`src/rtl/mac_result_requant.sv`:
```
// mac_result_requant
//
// Captures one vector of per-row MAC accumulator results together with a
// per-row bias and a shift amount. Each row is requantized
// (bias add -> round half up -> arithmetic right shift -> saturate) and
// streamed out one row per cycle over a valid/ready interface.
//
// Ports
//   clk, rst_n     clock (rising edge), asynchronous active-low reset
//   mac_valid_i    result vector valid (sampled only while mac_ready_o)
//   mac_ready_o    block is idle and can take a vector
//   mac_result_i   packed signed results, row r at [r*DATA_WIDTH +: DATA_WIDTH]
//   bias_i         packed signed per-row bias, same packing
//   shift_i        right-shift amount; values above DATA_WIDTH clamp to DATA_WIDTH
//   out_valid_o    output row valid
//   out_ready_i    consumer accepts the row
//   out_data_o     requantized signed row value
//   out_row_o      row index of out_data_o
//   out_last_o     marks row ARRAY_ROWS-1
//   sat_o          sticky: some row of the current frame saturated
//
// state  | meaning
// IDLE   | waiting for a result vector, mac_ready_o high
// LOAD   | vector captured, computing row 0 into the output register
// STREAM | presenting rows, advancing one row per accepted handshake

module mac_result_requant #(
    parameter int DATA_WIDTH = 16,
    parameter int ARRAY_ROWS = 16,
    parameter int OUT_WIDTH  = 8,
    parameter int SHIFT_W    = 5,
    parameter int ROW_W      = $clog2(ARRAY_ROWS)
) (
    input  logic                             clk,
    input  logic                             rst_n,
    input  logic                             mac_valid_i,
    output logic                             mac_ready_o,
    input  logic [ARRAY_ROWS*DATA_WIDTH-1:0] mac_result_i,
    input  logic [ARRAY_ROWS*DATA_WIDTH-1:0] bias_i,
    input  logic [SHIFT_W-1:0]               shift_i,
    output logic                             out_valid_o,
    input  logic                             out_ready_i,
    output logic [OUT_WIDTH-1:0]             out_data_o,
    output logic [ROW_W-1:0]                 out_row_o,
    output logic                             out_last_o,
    output logic                             sat_o
);

    // Two guard bits: the bias sum plus the largest rounding constant
    // never overflows DATA_WIDTH+2 bits.
    localparam int SW = DATA_WIDTH + 2;

    localparam logic [ROW_W-1:0]      LAST_ROW  = ROW_W'(ARRAY_ROWS - 1);
    localparam logic [SHIFT_W-1:0]    SHIFT_MAX = SHIFT_W'(DATA_WIDTH);
    localparam logic signed [SW-1:0]  OUT_MAX   = SW'((2 ** (OUT_WIDTH - 1)) - 1);
    localparam logic signed [SW-1:0]  OUT_MIN   = SW'(-(2 ** (OUT_WIDTH - 1)));

    typedef enum logic [1:0] {
        IDLE,
        LOAD,
        STREAM
    } state_t;

    state_t state_q, state_d;

    logic [ARRAY_ROWS*DATA_WIDTH-1:0] res_q;
    logic [ARRAY_ROWS*DATA_WIDTH-1:0] bias_q;
    logic [SHIFT_W-1:0]               shift_q;

    logic capture;
    logic load_row;
    logic finish;

    logic [ROW_W-1:0]            sel_row;
    logic signed [DATA_WIDTH-1:0] x;
    logic signed [DATA_WIDTH-1:0] b;
    logic signed [SW-1:0]        sum;
    logic signed [SW-1:0]        rnd;
    logic signed [SW-1:0]        y;
    logic [OUT_WIDTH-1:0]        req_data;
    logic                        req_sat;

    assign mac_ready_o = (state_q == IDLE);

    always_comb begin
        state_d  = state_q;
        capture  = 1'b0;
        load_row = 1'b0;
        finish   = 1'b0;
        case (state_q)
            IDLE: begin
                if (mac_valid_i) begin
                    capture = 1'b1;
                    state_d = LOAD;
                end
            end
            LOAD: begin
                load_row = 1'b1;
                state_d  = STREAM;
            end
            STREAM: begin
                if (out_valid_o && out_ready_i) begin
                    if (out_row_o == LAST_ROW) begin
                        finish  = 1'b1;
                        state_d = IDLE;
                    end else begin
                        load_row = 1'b1;
                    end
                end
            end
            default: state_d = IDLE;
        endcase
    end

    // out_row_o doubles as the row counter; the next row to compute is
    // row 0 on entry and row+1 on every accepted handshake afterwards.
    assign sel_row = (state_q == LOAD) ? '0 : out_row_o + 1'b1;

    always_comb begin
        x   = res_q[sel_row*DATA_WIDTH +: DATA_WIDTH];
        b   = bias_q[sel_row*DATA_WIDTH +: DATA_WIDTH];
        sum = {{2{x[DATA_WIDTH-1]}}, x} + {{2{b[DATA_WIDTH-1]}}, b};
        rnd = '0;
        if (shift_q != '0) begin
            rnd = SW'(1) << (shift_q - 1'b1);
        end
        y        = (sum + rnd) >>> shift_q;
        req_data = y[OUT_WIDTH-1:0];
        req_sat  = 1'b0;
        if (y > OUT_MAX) begin
            req_data = OUT_MAX[OUT_WIDTH-1:0];
            req_sat  = 1'b1;
        end else if (y < OUT_MIN) begin
            req_data = OUT_MIN[OUT_WIDTH-1:0];
            req_sat  = 1'b1;
        end
    end

    always_ff @(posedge clk or negedge rst_n) begin
        if (!rst_n) begin
            state_q <= IDLE;
        end else begin
            state_q <= state_d;
        end
    end

    always_ff @(posedge clk or negedge rst_n) begin
        if (!rst_n) begin
            res_q       <= '0;
            bias_q      <= '0;
            shift_q     <= '0;
            out_valid_o <= 1'b0;
            out_data_o  <= '0;
            out_row_o   <= '0;
            out_last_o  <= 1'b0;
            sat_o       <= 1'b0;
        end else begin
            if (capture) begin
                res_q     <= mac_result_i;
                bias_q    <= bias_i;
                shift_q   <= (shift_i > SHIFT_MAX) ? SHIFT_MAX : shift_i;
                out_row_o <= '0;
                sat_o     <= 1'b0;
            end
            if (load_row) begin
                out_valid_o <= 1'b1;
                out_data_o  <= req_data;
                out_row_o   <= sel_row;
                out_last_o  <= (sel_row == LAST_ROW);
                if (req_sat) begin
                    sat_o <= 1'b1;
                end
            end
            if (finish) begin
                out_valid_o <= 1'b0;
                out_last_o  <= 1'b0;
            end
        end
    end

endmodule

```
`config.mk`:
```
export PLATFORM = sky130hd
export DESIGN_NAME = mac_result_requant
export DESIGN_NICKNAME = d
export VERILOG_FILES = /design/src/rtl/mac_result_requant.sv
export SDC_FILE = /design/constraint.sdc
export NUM_CORES = 2
export LEC_CHECK = 0
export BUFFER_PORTS_ARGS = -buffer_cell sky130_fd_sc_hd__buf_4
export CELL_PAD_IN_SITES_DETAIL_PLACEMENT = 1
export CELL_PAD_IN_SITES_GLOBAL_PLACEMENT = 1
export CORE_ASPECT_RATIO = 1.75
export CORE_MARGIN = 5
export CORE_UTILIZATION = 40
export DETAILED_ROUTE_END_ITERATION = 12
export PLACE_DENSITY_LB_ADDON = 0.25
export SLEW_MARGIN = 40
export SYNTH_ARGS = -nofsm -noshare
export SYNTH_HDL_FRONTEND = slang
export SYNTH_SLANG_ARGS = --single-unit
```
`constraint.sdc`:
```
create_clock -name clk -period 5.9 [get_ports clk]
set_clock_uncertainty 0.2 [all_clocks]
set_input_delay 1.18 -clock clk [delete_from_list [all_inputs] [get_ports clk]]
set_output_delay 1.18 -clock clk [all_outputs]
set_load 0.005 [all_outputs]
```
==> results_dict.tcl <==
set metrics [dict create \
    wl_per_cell_um 28.5 \
    startpoint_type "register" \
    cts_root_buf "clkbuf_16" \
    synthXorXnorAreaFrac 0.00607 \
    routed_wl_um 109000 \
    num-fill-cells 6895 \
    cts_buffers 51 \
    drc 0 \
    h-tree-depth 2 \
    seq_area_frac_synth 0.495 \
    min_period_ns 5.99 \
    grt_max_degree 145 \
    regArea_um2 13400 \
    die-area_um2 73100 \
    hp-class "in2async" \
    max_slew_margin 0.422 \
    hold_violations 0 \
    synth_top_family_by_area "multiplexers" \
    worst-r2r-cell-count 20 \
    timing.fmax_mhz 167 \
    die_w_um 206 \
    failed_checks "setup timing" \
    finalNetCount 3431 \
    cp_max_fo 7 \
    layout_commonest_cell "buf_4" \
    rsz0062_at_grt "yes" \
    grt_usage 0.295 \
    drive_above_1_share 0.570 \
    synth_edf_count 0 \
    dpl_cell_area_um2 33800 \
    syn_inst 2137 \
    ys.flop_type "dfrtp_1" \
    synthArstFlopShare 1.00 \
    cts_hold_buf 0 \
    clock_path_buffers 3 \
    holdWs_ns 0.277 \
    placement.io_buffers 536 \
    cp.required_ns 6.25 \
    finalSetupViolCount 7 \
    arrival_ns 6.34 \
    netlist-cell-type-count 88 \
    cp-end-kind "register" \
    ant_nets 0 \
    synth.area.mux_share 0.297 \
    syn_nets 2697 \
    synth-compound-area-share 0.0870 \
    initialDrtViolationCount 929 \
    status "finished with violations" \
    synth-seq-cells 534 \
    yosysWarnings 0 \
    worstSetupPathType "reg2reg" \
    dpl.hpwl_um 85400 \
    clkTransAtPathRegs_ns 0.07 \
    synthAdderAreaFrac 0.0231 \
    rows 126 \
    vias_per_cell 5.46 \
    multi_input_area_um2 13900 \
    coreArea_um2 67200 \
    globalplace.congestion 0.914 \
    avgSynthCellArea_um2 12.6 \
    clk_latency_ns 0.63 \
    dr_total_vias 20887 \
    cts_num_sinks 534 \
    final_cell_mix "buf_4, dfrtp_1, mux2_2" \
    grt-ovfl-total 0 \
    place_ws_ns -0.616 \
    cts_tree "yes" \
    die_h_um 354 \
    first_pass_iters 4 \
    slew_viol_final 0 \
    setup_ws_ns -0.0901 \
    area_delta_synth_final_pct 37.3 \
    yosys.area_share.simple 0.0646 \
    stdcell_area_um2 37100 \
    syn_area_um2 27000 \
    pin_count 537 \
    antenna_found_initial 16 \
    maxCapViolCount 0 \
    initial_utilization 0.402 \
    min_period_over_period 1.02 \
    grt_pass1_vias 24438 \
    worst_pin_slew_ns 0.866 \
    grt_pass1_wl_um 160000 \
]
[repair_timing]
action,CTS,global route
setup endpoints to repair,8,8
gates cloned,3,0
gates resized for setup,179,23
buffers inserted,30,7
pin swaps,68,23
[per-layer routing]
metal | up-vias | routed length, µm | share of wire | GRT usage
li1 | 9311 | - | - | -
met1 | 10781 | 38100 | 0.35 | 0.316
met2 | 584 | 58100 | 0.53 | 0.533
met3 | 207 | 5630 | 0.052 | 0.0583
met4 | 4 | 7050 | 0.065 | 0.163
met5 | - | 38 | 0.00035 | 0
[worst max-delay path, stage by stage (launching register included)]
cell	delay, ns
dfrtp_4	0.51
buf_6	0.14
buf_6	0.11
nor2_4	0.20
buf_6	0.18
mux2i_1	0.55
mux4_2	0.49
a21oi_4	0.10
fa_1	0.47
ha_2	0.42
or2_2	0.13
a21oi_1	0.07
a211o_1	0.28
a311o_2	0.43
and2_4	0.20
a221o_2	0.43
buf_6	0.15
mux2i_4	0.18
nand3_4	0.13
o32ai_4	0.32
a221o_1	0.23
[Yosys cell counts, types with 5 or more instances]
| master | count | area [µm²] |
|---|---|---|
| dfrtp_1 | 534 | 13400 |
| mux2_2 | 517 | 5820 |
| nand2_1 | 181 | 679 |
| mux2i_1 | 137 | 1370 |
| clkbuf_1 | 125 | 469 |
| a211oi_1 | 66 | 495 |
| a311oi_1 | 63 | 552 |
| a21oi_1 | 51 | 255 |
| mux4_2 | 36 | 811 |
| nor2_1 | 35 | 131 |
| nor2b_1 | 35 | 219 |
| and2_1 | 32 | 200 |
| o21ai_0 | 32 | 160 |
| nor3_1 | 30 | 150 |
| ha_1 | 21 | 263 |
| fa_1 | 18 | 360 |
| buf_1 | 17 | 63.8 |
| inv_1 | 17 | 63.8 |
| nand3_1 | 13 | 65.1 |
| nand2b_1 | 10 | 62.6 |
| xnor2_1 | 10 | 87.6 |
| o211ai_1 | 9 | 67.6 |
| o31ai_1 | 9 | 67.6 |
| o21a_1 | 7 | 52.6 |
| a22oi_1 | 6 | 45.0 |
| clkbuf_8 | 6 | 82.6 |
| or2_2 | 6 | 37.5 |
| a211o_1 | 5 | 43.8 |
| xor2_1 | 5 | 43.8 |
[area by class of cell]
class / count / area share
multi-input cells: 1427 / 0.376
flip-flops and latches: 534 / 0.360
repair buffers: 838 / 0.183
clock buffers: 76 / 0.0426
well taps: 896 / 0.0302
clock inverters: 19 / 0.00533
inverters: 19 / 0.00192
diodes: 13 / 0.000877
[through the flow]
step                      setup TNS [ns]   util  cells
after floorplan                        0      -   2137
after CTS                        -0.0847  0.549   3802
after detailed placement           -4.67  0.504   3675
final                             -0.400  0.552   3822
after global placement             -4.28  0.503   3674
after global routing               -1.59  0.552   3819
[cell families after synthesis]
logic type,Yosys count
AO/OA/AOI/OAI,312
adder cells (fa/ha/maj),39
flip-flops,534
XOR/XNOR,17
AND/OR/NAND/NOR,368
multiplexers,691
buffers and inverters,176
[registers in the layout (all words and copies together) (netlist names)]
name	flops
bias_q	256
out_data_o	8
out_last_o	1
out_row_o	4
out_valid_o	1
res_q	256
sat_o	1
shift_q	5
state_q	2
[worst paths after layout]
kind	to	slack (ns)	start
setup / recovery	out_data_o[4]	-0.09	out_row_o[0]
hold / removal	bias_q[26]	0.28	rst_n
setup reg to reg	out_data_o[4]	-0.09	out_row_o[0]
hold reg to reg	res_q[125]	0.30	res_q[125]
max in group asynchronous	res_q[185]	3.75	rst_n
min in group clk	res_q[125]	0.30	res_q[125]
Power is left out: the tool's default activity adds up to more than one toggle a clock period on the data nets, which glitch-free logic cannot reach.
